$ cat config.mk
export PLATFORM = sky130hd
export DESIGN_NAME = serial_adder_arbiter
export DESIGN_NICKNAME = d
export VERILOG_FILES = /design/src/rtl/serial_adder_pkg.sv /design/src/rtl/serial_adder_arbiter_rr.sv /design/src/rtl/serial_adder_arbiter.sv
export SDC_FILE = /design/constraint.sdc
export NUM_CORES = 1
export LEC_CHECK = 0
export CORE_MARGIN = 3
export CORE_UTILIZATION = 43
export CTS_CLUSTER_SIZE = 25
export DETAILED_ROUTE_END_ITERATION = 8
export HOLD_SLACK_MARGIN = 0.15
export PLACE_DENSITY = 0.82
export RECOVER_POWER = 25
export SYNTH_ARGS = -nofsm -noshare
export SYNTH_HDL_FRONTEND = slang
export SYNTH_HIERARCHICAL = 1
export SYNTH_SLANG_ARGS = --single-unit
$ cat constraint.sdc
create_clock -name clk_i -period 9.45 [get_ports clk_i]
set_input_delay 1.89 -clock clk_i [delete_from_list [all_inputs] [get_ports clk_i]]
set_output_delay 1.89 -clock clk_i [all_outputs]
set_load 0.05 [all_outputs]
$ cat src/rtl/serial_adder_pkg.sv
// -----------------------------------------------------------------------------
// serial_adder_pkg
// Shared types and helpers for the serial adder arbiter slice.
//   sa_arb_state_t : controller state encoding (3-bit)
//   cnt_width()    : width of a counter that must hold 0..width
// -----------------------------------------------------------------------------
package serial_adder_pkg;

   typedef enum logic [2:0] {
      IDLE    = 3'd0,
      LOAD    = 3'd1,
      SHIFT   = 3'd2,
      CAPTURE = 3'd3,
      RESP    = 3'd4
   } sa_arb_state_t;

   function automatic int cnt_width(input int width);
      return $clog2(width + 1);
   endfunction

endpackage

$ cat src/rtl/serial_adder_arbiter_rr.sv
// -----------------------------------------------------------------------------
// sa_rr_arbiter
// Picks one requester out of NUM_REQ. Round-robin by default: the search
// starts at the pointer and wraps, and the pointer moves to winner+1 when
// upd is high. With SA_ARB_FIXED_PRIO_EN defined the lowest index always
// wins and no pointer register exists.
// Ports:
//   clk_i, resetn_i : clock, synchronous active-low reset
//   req             : request vector
//   upd             : commit the current grant (advance pointer)
//   gnt             : one-hot grant (combinational)
//   idx             : index of the granted requester
// Macro: SA_ARB_FIXED_PRIO_EN
// -----------------------------------------------------------------------------
module sa_rr_arbiter #(
   parameter  int NUM_REQ = 4,
   localparam int ID_W    = $clog2(NUM_REQ)
) (
   input  logic               clk_i,
   input  logic               resetn_i,
   input  logic [NUM_REQ-1:0] req,
   input  logic               upd,
   output logic [NUM_REQ-1:0] gnt,
   output logic [ID_W-1:0]    idx
);

`ifdef SA_ARB_FIXED_PRIO_EN

   logic unused_ctrl;
   assign unused_ctrl = ^{clk_i, resetn_i, upd};

   // Scan high to low so the lowest set index is the last one written.
   always_comb begin
      gnt = '0;
      idx = '0;
      for (int i = NUM_REQ - 1; i >= 0; i--) begin
         if (req[i]) begin
            gnt    = '0;
            gnt[i] = 1'b1;
            idx    = ID_W'(i);
         end
      end
   end

`else

   logic [ID_W-1:0] ptr_q;
   logic            found;
   int              j;

   always_comb begin
      gnt   = '0;
      idx   = '0;
      found = 1'b0;
      j     = 0;
      for (int i = 0; i < NUM_REQ; i++) begin
         j = int'(ptr_q) + i;
         if (j >= NUM_REQ) begin
            j = j - NUM_REQ;
         end
         if (!found && req[j]) begin
            found  = 1'b1;
            gnt[j] = 1'b1;
            idx    = ID_W'(j);
         end
      end
   end

   always_ff @(posedge clk_i) begin
      if (!resetn_i) begin
         ptr_q <= '0;
      end else if (upd && (|req)) begin
         ptr_q <= (idx == ID_W'(NUM_REQ - 1)) ? '0 : idx + 1'b1;
      end
   end

`endif

endmodule

$ cat src/rtl/serial_adder_arbiter.sv
// -----------------------------------------------------------------------------
// serial_adder_arbiter
// Shares one serial adder datapath between NUM_REQ requesters. A winner is
// picked in IDLE, its operands latched, and the datapath is walked through
// clear (IDLE), load, WIDTH shift cycles and a capture cycle. The parallel
// sum/carry is then offered with the requester ID on a valid/ready port.
// Ports:
//   clk_i, resetn_i        : clock, synchronous active-low reset
//   req_i [NUM_REQ]        : request levels
//   a_i, b_i               : operands, slice k belongs to requester k
//   gnt_o [NUM_REQ]        : one-hot single-cycle grant (LOAD cycle)
//   sa_reset_o/load/enable : datapath control (Moore decodes)
//   sa_a_o, sa_b_o         : latched operands to datapath
//   sa_sum_i, sa_cout_i    : datapath result
//   rsp_valid_o/ready_i    : response handshake
//   rsp_id_o/sum_o/cout_o  : response payload
// Macro: SA_ARB_FIXED_PRIO_EN (fixed priority arbitration, in sa_rr_arbiter)
// -----------------------------------------------------------------------------
module serial_adder_arbiter
   import serial_adder_pkg::*;
#(
   parameter  int WIDTH   = 8,
   parameter  int NUM_REQ = 4,
   localparam int ID_W    = $clog2(NUM_REQ)
) (
   input  logic                     clk_i,
   input  logic                     resetn_i,
   input  logic [NUM_REQ-1:0]       req_i,
   input  logic [NUM_REQ*WIDTH-1:0] a_i,
   input  logic [NUM_REQ*WIDTH-1:0] b_i,
   output logic [NUM_REQ-1:0]       gnt_o,
   output logic                     sa_reset_o,
   output logic                     sa_load_o,
   output logic                     sa_enable_o,
   output logic [WIDTH-1:0]         sa_a_o,
   output logic [WIDTH-1:0]         sa_b_o,
   input  logic [WIDTH-1:0]         sa_sum_i,
   input  logic                     sa_cout_i,
   output logic                     rsp_valid_o,
   input  logic                     rsp_ready_i,
   output logic [ID_W-1:0]          rsp_id_o,
   output logic [WIDTH-1:0]         rsp_sum_o,
   output logic                     rsp_cout_o
);

   localparam int CNT_W = cnt_width(WIDTH);

   sa_arb_state_t        state_q, state_d;
   logic [CNT_W-1:0]     cnt_q;
   logic [NUM_REQ-1:0]   arb_gnt;
   logic [ID_W-1:0]      arb_idx;
   logic                 arb_upd;
   logic                 last_shift;

   logic [NUM_REQ-1:0]   gnt_p0;
   logic [WIDTH-1:0]     a_p0, b_p0;
   logic [ID_W-1:0]      id_p0;
   logic [WIDTH-1:0]     sum_p1;
   logic                 cout_p1;

   assign arb_upd    = (state_q == IDLE) && (|req_i);
   assign last_shift = (cnt_q == CNT_W'(WIDTH - 1));

   sa_rr_arbiter #(
      .NUM_REQ (NUM_REQ)
   ) u_arb (
      .clk_i    (clk_i),
      .resetn_i (resetn_i),
      .req      (req_i),
      .upd      (arb_upd),
      .gnt      (arb_gnt),
      .idx      (arb_idx)
   );

   always_ff @(posedge clk_i) begin
      if (!resetn_i) begin
         state_q <= IDLE;
      end else begin
         state_q <= state_d;
      end
   end

   always_comb begin
      state_d     = state_q;
      sa_reset_o  = 1'b0;
      sa_load_o   = 1'b0;
      sa_enable_o = 1'b0;
      rsp_valid_o = 1'b0;
      case (state_q)
         IDLE: begin
            sa_reset_o = 1'b1;
            if (|req_i) begin
               state_d = LOAD;
            end
         end
         LOAD: begin
            sa_load_o = 1'b1;
            state_d   = SHIFT;
         end
         SHIFT: begin
            sa_enable_o = 1'b1;
            if (last_shift) begin
               state_d = CAPTURE;
            end
         end
         CAPTURE: begin
            state_d = RESP;
         end
         RESP: begin
            rsp_valid_o = 1'b1;
            if (rsp_ready_i) begin
               state_d = IDLE;
            end
         end
         default: begin
            state_d = IDLE;
         end
      endcase
   end

   // Grant stage: operands and ID captured on the IDLE->LOAD edge
   always_ff @(posedge clk_i) begin
      if (!resetn_i) begin
         gnt_p0 <= '0;
         a_p0   <= '0;
         b_p0   <= '0;
         id_p0  <= '0;
      end else begin
         gnt_p0 <= arb_upd ? arb_gnt : '0;
         if (arb_upd) begin
            a_p0  <= a_i[int'(arb_idx)*WIDTH +: WIDTH];
            b_p0  <= b_i[int'(arb_idx)*WIDTH +: WIDTH];
            id_p0 <= arb_idx;
         end
      end
   end

   // Shift counter sits at 0 outside SHIFT so every operation starts clean
   always_ff @(posedge clk_i) begin
      if (!resetn_i) begin
         cnt_q <= '0;
      end else if ((state_q == SHIFT) && !last_shift) begin
         cnt_q <= cnt_q + 1'b1;
      end else begin
         cnt_q <= '0;
      end
   end

   // Capture stage: datapath result held until the response is accepted
   always_ff @(posedge clk_i) begin
      if (!resetn_i) begin
         sum_p1  <= '0;
         cout_p1 <= 1'b0;
      end else if (state_q == CAPTURE) begin
         sum_p1  <= sa_sum_i;
         cout_p1 <= sa_cout_i;
      end
   end

   assign gnt_o      = gnt_p0;
   assign sa_a_o     = a_p0;
   assign sa_b_o     = b_p0;
   assign rsp_id_o   = id_p0;
   assign rsp_sum_o  = sum_p1;
   assign rsp_cout_o = cout_p1;

endmodule

==> run_results.csv, run 1 <==
group,metric,value,unit
critical_path,slowest_stage,"nand2_1",
timing,skew,14.8,ps
clock_network,post-cts-setup-buffers,0,
timing,slew_headroom,18.5,%
route,drt-initial-drc-count,93,
clock_network,cts.sinks,40,
timing,finalHoldViolCount,0,
global_routing,grt_util_all_layers,20.5,%
layout,diodes,0,
power_and_ir_drop,power_per_cell_area,262,nW/µm²
global_routing,grt_max_degree,22,
yosys,synth_edf_count,0,
clock_network,clock_path_buffers,2,
clock_network,cts-root-buf,"clkbuf_8",
die,rows,25,
yosys,synth_area_per_cell,10.8,µm²
critical_path,crit_chain,"clkdlybuf4s50_1, mux4_2, nor2b_4, o21ai_4, nand2_1, mux4_2, o2bb2ai_1",
die,die_h,78.8,µm
layout,n_fill_cell,390,
route,wirelength,6.00,mm
die,die-area,6210,µm²
place,place_inst,378,
critical_path,crit_required,9610,ps
global_routing,grt_overflow,0,
clock_network,clkLatencyLatePin,290,ps
yosys,synth_area,2280,µm²
clock_network,holdBufCountCts,0,
global_routing,grt_pass1_wl,10.0,mm
critical_path,startpoint,"req_i[2]",
route,dr_wl_met2,3.11,mm
route,wl_per_cell,15.6,µm
global_routing,antenna_found_initial,0,
power_and_ir_drop,ir_worst_vdd,182,µV
min_path,holdCritStartpoint,"sa_a_o[3]$_SDFFE_PN0P_",
die,core_area,4910,µm²
layout,drive_gt1_share,10.3,%
yosys,ys_async_sr_fraction,0,%
layout,layout.cells.non_filler,386,
route,first_pass_iters,4,
timing,setup_violations,0,
yosys,synthFlopType,"dfxtp_1",
die,io_pins,115,
yosys,synth_seq_cells,40,
timing,fin_ws,4690,ps
place,pre_cts_slack,4330,ps
route,num_vias,2113,
route,drtAntennaViolNets,0,
job,cap_violations,0,
route,drc,0,
place,gp_congestion,0.861,
yosys,yosys_warnings,6,
critical_path,crit_family,"multiplexers",
route,dr.max_layer_used,"met4",
critical_path,crit_buf_inv,1,
global_routing,grt_pass1_vias,2154,
yosys,synth_cell_type_count,42,
min_path,hp-class,"reg2reg",
place,hpwl,4.74,mm
die,die_w,78.8,µm
power_and_ir_drop,total_power,0.924,mW
critical_path,cp.arrival,4920,ps
route,routed-wl-met3,521,µm
timing,period_needed,4760,ps
yosys,synth_nets,300,
timing,fin_crit_sh,50.3,%
die,start_util,46.4,%
place,port_buffers,114,
layout,fin_nets,407,
layout,area_delta_synth_final,54.7,%
yosys,ys_seq_area_share,35.1,%
route,wl_met1,2.19,mm
timing,timing.fmax,0.210,GHz
critical_path,cp-start-kind,"primary input",
clock_network,cts_tree,"yes",
clock_network,clk_pin_slew,70,ps
yosys,syn-instance-count,211,
timing,grt_setup_unrepaired,"no",
power_and_ir_drop,p_leak,1.37,nW
clock_network,cts_buffers,5,
route,drt-vias-per-instance,5.47,
clock_network,ctsResizeCount,0,
outcome,status,"finished clean",
critical_path,worstSetupEndpointType,"flop",
timing,slew_violations,0,
critical_path,worstPathMaxFanout,17,
timing,finalSetupTns,0,ps
clock_network,cts_max_level,2,
critical_path,slowest_delay,780,ps
critical_path,crit_type,"in2reg",
critical_path,cpMostUsedCell,"mux4_2",
timing,worst_slew_pin_slew,1220,ps
==> registers in the layout (all words and copies together), names as in the netlist, named ones only <==
| name | cells |
|---|---|
| state_q | 3 |
| rsp_cout_o | 1 |
| gnt_o | 4 |
| sa_a_o | 8 |
| u_arb/ptr_q | 1 |
| rsp_sum_o | 8 |
| sa_b_o | 8 |
| cnt_q | 4 |
| rsp_id_o | 2 |
==> tightest hold or removal path: stages (launching register included) <==
cell and delay [ps]:
dfxtp_1 310, nand2_1 50, o2bb2ai_1 60
==> per-stage QoR <==
stage | hold WS (ps) | instance area [µm²] | util, %
2_1_floorplan | 418 | 2280 | -
3_5_place_dp | 453 | 3420 | 69.6
3_3_place_gp | 431 | 3420 | 69.6
6_report | 460 | 3530 | 71.8
5_1_grt | 478 | 3530 | 71.8
4_1_cts | 465 | 3530 | 71.8
==> report_power, final <==
part | switching (mW) | internal, mW
combinational | 0.304 | 0.245
clock | 0.0589 | 0.0784
sequential | 0.0308 | 0.207
total | 0.393 | 0.531
==> final timing paths <==
path | to | slack, ps | depth (start not counted)
setup reg to reg | sa_b_o[0]$_SDFFE_PN0P_ | 5550 | 8
hold / removal | sa_a_o[3]$_SDFFE_PN0P_ | 460 | 2
hold reg to reg | sa_a_o[3]$_SDFFE_PN0P_ | 460 | 2
setup / recovery | sa_b_o[0]$_SDFFE_PN0P_ | 4690 | 7
==> area by class of cell <==
cell class                      count  area, µm²  area share [%]
Multi-Input combinational cell    149       1360            38.7
Timing Repair Buffer              114       1140            32.4
Sequential cell                    40        801            22.7
Tap cell                           67       83.8            2.38
Clock buffer                        6       72.6            2.06
Clock inverter                      2       35.0           0.993
Inverter                            8       30.0           0.851
==> Yosys cell counts (5+ instances only) <==
library cell | n | area [µm²]
ha_1 | 9 | 113
nand3_1 | 5 | 25.0
nor2_1 | 17 | 63.8
o21ai_1 | 5 | 25.0
a21oi_1 | 5 | 25.0
mux2i_1 | 12 | 120
nand2_1 | 18 | 67.6
o2bb2ai_1 | 16 | 140
a22oi_1 | 8 | 60.1
mux4_2 | 19 | 428
inv_1 | 8 | 30.0
dfxtp_1 | 40 | 801
==> cell families after synthesis <==
| group | count (synthesis) | share of synthesized area (%) |
|---|---|---|
| muxes | 32 | 24.5 |
| adders and majority gates | 9 | 4.94 |
| xor gates and xnor gates | 2 | 0.769 |
| DFF | 40 | 35.1 |
| buffers and inverters | 22 | 5.05 |
| AOI/OAI and AO/OA | 43 | 14.7 |
| and+or+nand+nor | 63 | 14.9 |
==> metal layers <==
layer,GRT usage (%),vias up
met5,0,-
met4,8.25,0
met3,5.33,15
met2,38.1,102
met1,21.8,992
li1,-,1004
==> cells in the final DEF (no fill, tap or decap), drive strengths merged, types with 2 or more instances in the layout <==
cell / n
nand3: 5
dfxtp: 40
and2: 4
a21oi: 5
or3: 2
nor2: 19
clkbuf: 6
clkdlybuf4s50: 97
o2bb2ai: 16
o21ai: 8
ha: 9
nand2: 18
nor3: 4
mux2i: 12
inv: 8
nor3b: 2
dlygate4sd3: 17
a22oi: 8
mux4: 19
nor4: 2
No activity file was read; power rests on OpenSTA's default activity.
==> run 2: changes to the inputs <==
- CORE_UTILIZATION: 43 -> 40
- PLACE_DENSITY: 0.82 -> 0.77
- clock period: 9.45 -> 4.96 ns (I/O delays scaled with it)
==> run_results.csv, run 2 (synthesis results as in run 1) <==
group,metric,value,unit
outcome,status,"finished clean",
critical_path,cp-start-kind,"primary input",
die,die-area,6640,µm²
power_and_ir_drop,clockPowerShare,11.8,%
clock_network,cts_buffers,5,
place,port_buffers,114,
die,rows,26,
clock_network,holdBufCountCts,0,
global_routing,antenna_found_initial,0,
power_and_ir_drop,total_power,1.72,mW
global_routing,grt_pass1_wl,9.83,mm
timing,finalHoldViolCount,0,
global_routing,grt_overflow,0,
critical_path,crit_required,5170,ps
global_routing,grt_util_all_layers,19.5,%
critical_path,r2r_slack,1510,ps
critical_path,worstSetupEndpointType,"flop",
layout,drive_gt1_share,10.6,%
timing,grt_setup_unrepaired,"no",
clock_network,post-cts-setup-buffers,0,
critical_path,slowest_stage,"clkbuf_1",
global_routing,grt_pass1_vias,2017,
power_and_ir_drop,switchingPower,0.750,mW
timing,fin_crit_sh,69.7,%
route,wirelength,6.11,mm
layout,final_cell_mix,"clkdlybuf4s50_1, dfxtp_1, mux4_2",
die,die_w,81.5,µm
route,first_pass_iters,4,
route,drt-initial-drc-count,97,
layout,diodes,0,
timing,setup_violations,0,
route,num_vias,2058,
layout,mostFrequentLayoutCell,"clkdlybuf4s50_1",
place,gp_congestion,0.876,
clock_network,cts.sinks,40,
route,wl_per_cell,15.6,µm
global_routing,grt_max_degree,22,
route,drtAntennaViolNets,0,
power_and_ir_drop,swShare,43.5,%
route,drc,0,
power_and_ir_drop,pwr-share-seq,26.5,%
route,drt-vias-per-instance,5.26,
timing,timing.fmax,0.289,GHz
timing,slew_violations,0,
timing,slew_headroom,30.8,%
die,io_pins,115,
power_and_ir_drop,combPwrFrac,61.7,%
timing,finalSetupTns,0,ps
critical_path,slowest_delay,770,ps
die,die_h,81.5,µm
clock_network,cts_max_level,2,
power_and_ir_drop,power_per_cell_area,489,nW/µm²
clock_network,cts-root-buf,"clkbuf_8",
die,start_util,43.0,%
clock_network,cts_tree,"yes",
power_and_ir_drop,ir_worst_vdd,237,µV
timing,worst_slew_pin_slew,1040,ps
clock_network,ctsResizeCount,0,
critical_path,cp.arrival,3670,ps
critical_path,crit_chain,"dlygate4sd3_1, clkbuf_1, inv_1, nor3_2, buf_4, o2bb2ai_1",
clock_network,clk_pin_slew,70,ps
layout,area_delta_synth_final,54.4,%
timing,period_needed,3460,ps
timing,skew,5.90,ps
place,hpwl,4.77,mm
clock_network,clock_path_buffers,2,
die,core_area,5300,µm²
power_and_ir_drop,p_leak,1.32,nW
critical_path,crit_type,"in2reg",
clock_network,clkLatencyLatePin,290,ps
power_and_ir_drop,p_int,0.973,mW
job,cap_violations,0,
min_path,hp-class,"reg2reg",
critical_path,worstPathMaxFanout,21,
layout,fin_nets,410,
layout,n_fill_cell,422,
## run 2: cell types whose count changed in the layout (fill, tap and decap cells not counted)
cell and change:
buf_4 +2, bufinv_16 -1, dlygate4sd3_1 -14, clkbuf_1 +1, clkdlybuf4s50_1 +14
## run 2: path summary, 6_finish.rpt
path                        from                endpoint  cells past startpoint
max                     resetn_i  sa_b_o[2]$_SDFFE_PN0P_                      6
min          cnt_q[0]$_SDFF_PN0_     cnt_q[0]$_SDFF_PN0_                      1
max reg2reg                 flop  sa_a_o[5]$_SDFFE_PN0P_                      9
min reg2reg  cnt_q[0]$_SDFF_PN0_     cnt_q[0]$_SDFF_PN0_                      1
## run 2: power by group through the flow
stage | Clock [mW] | Sequential (mW) | Combinational [mW]
global route | 0.218 | 0.469 | 1.13
finish | 0.204 | 0.456 | 1.06
floorplan | 0 | 0.662 | 0.599
detailed placement | 0 | 0.465 | 1.07
global placement | 0 | 0.460 | 1.05
CTS | 0.210 | 0.458 | 1.07
## run 2: critical path: cells and delay by family
family | cells | cell delay [ps]
AOI/OAI and AO/OA | 1 | 150
buffers and inverters | 4 | 2080
and+or+nand+nor | 1 | 440
## run 2: metrics by stage
| step | util (%) | hold WS (ps) | instances | cell area (µm²) | worst slack (ps) |
|---|---|---|---|---|---|
| 2_1_floorplan | - | 418 | 211 | 2280 | 1870 |
| 3_3_place_gp | 65.0 | 432 | 384 | 3450 | 1300 |
| 3_5_place_dp | 65.0 | 450 | 384 | 3450 | 1260 |
| 4_1_cts | 66.4 | 461 | 391 | 3520 | 1490 |
| 5_1_grt | 66.4 | 478 | 391 | 3520 | 1280 |
| 6_report | 66.4 | 459 | 391 | 3520 | 1500 |
## run 2: per-layer routing
metal	up-vias	part of all wire (%)	GRT usage, %
met3	12	7.2	5.15
met2	80	51	34.6
met4	0	2.2	6.42
met5	-	0	0
li1	1006	-	-
met1	960	40	22.6
## run 2: final cells by class
class	instances	area (µm²)	share of cell area, %
inverters	8	30.0	0.853
clock buffers	6	72.6	2.06
repair buffers	117	1160	33.0
clock inverters	1	5.00	0.142
multi-input cells	149	1360	38.7
well taps	70	87.6	2.49
flip-flops and latches	40	801	22.8
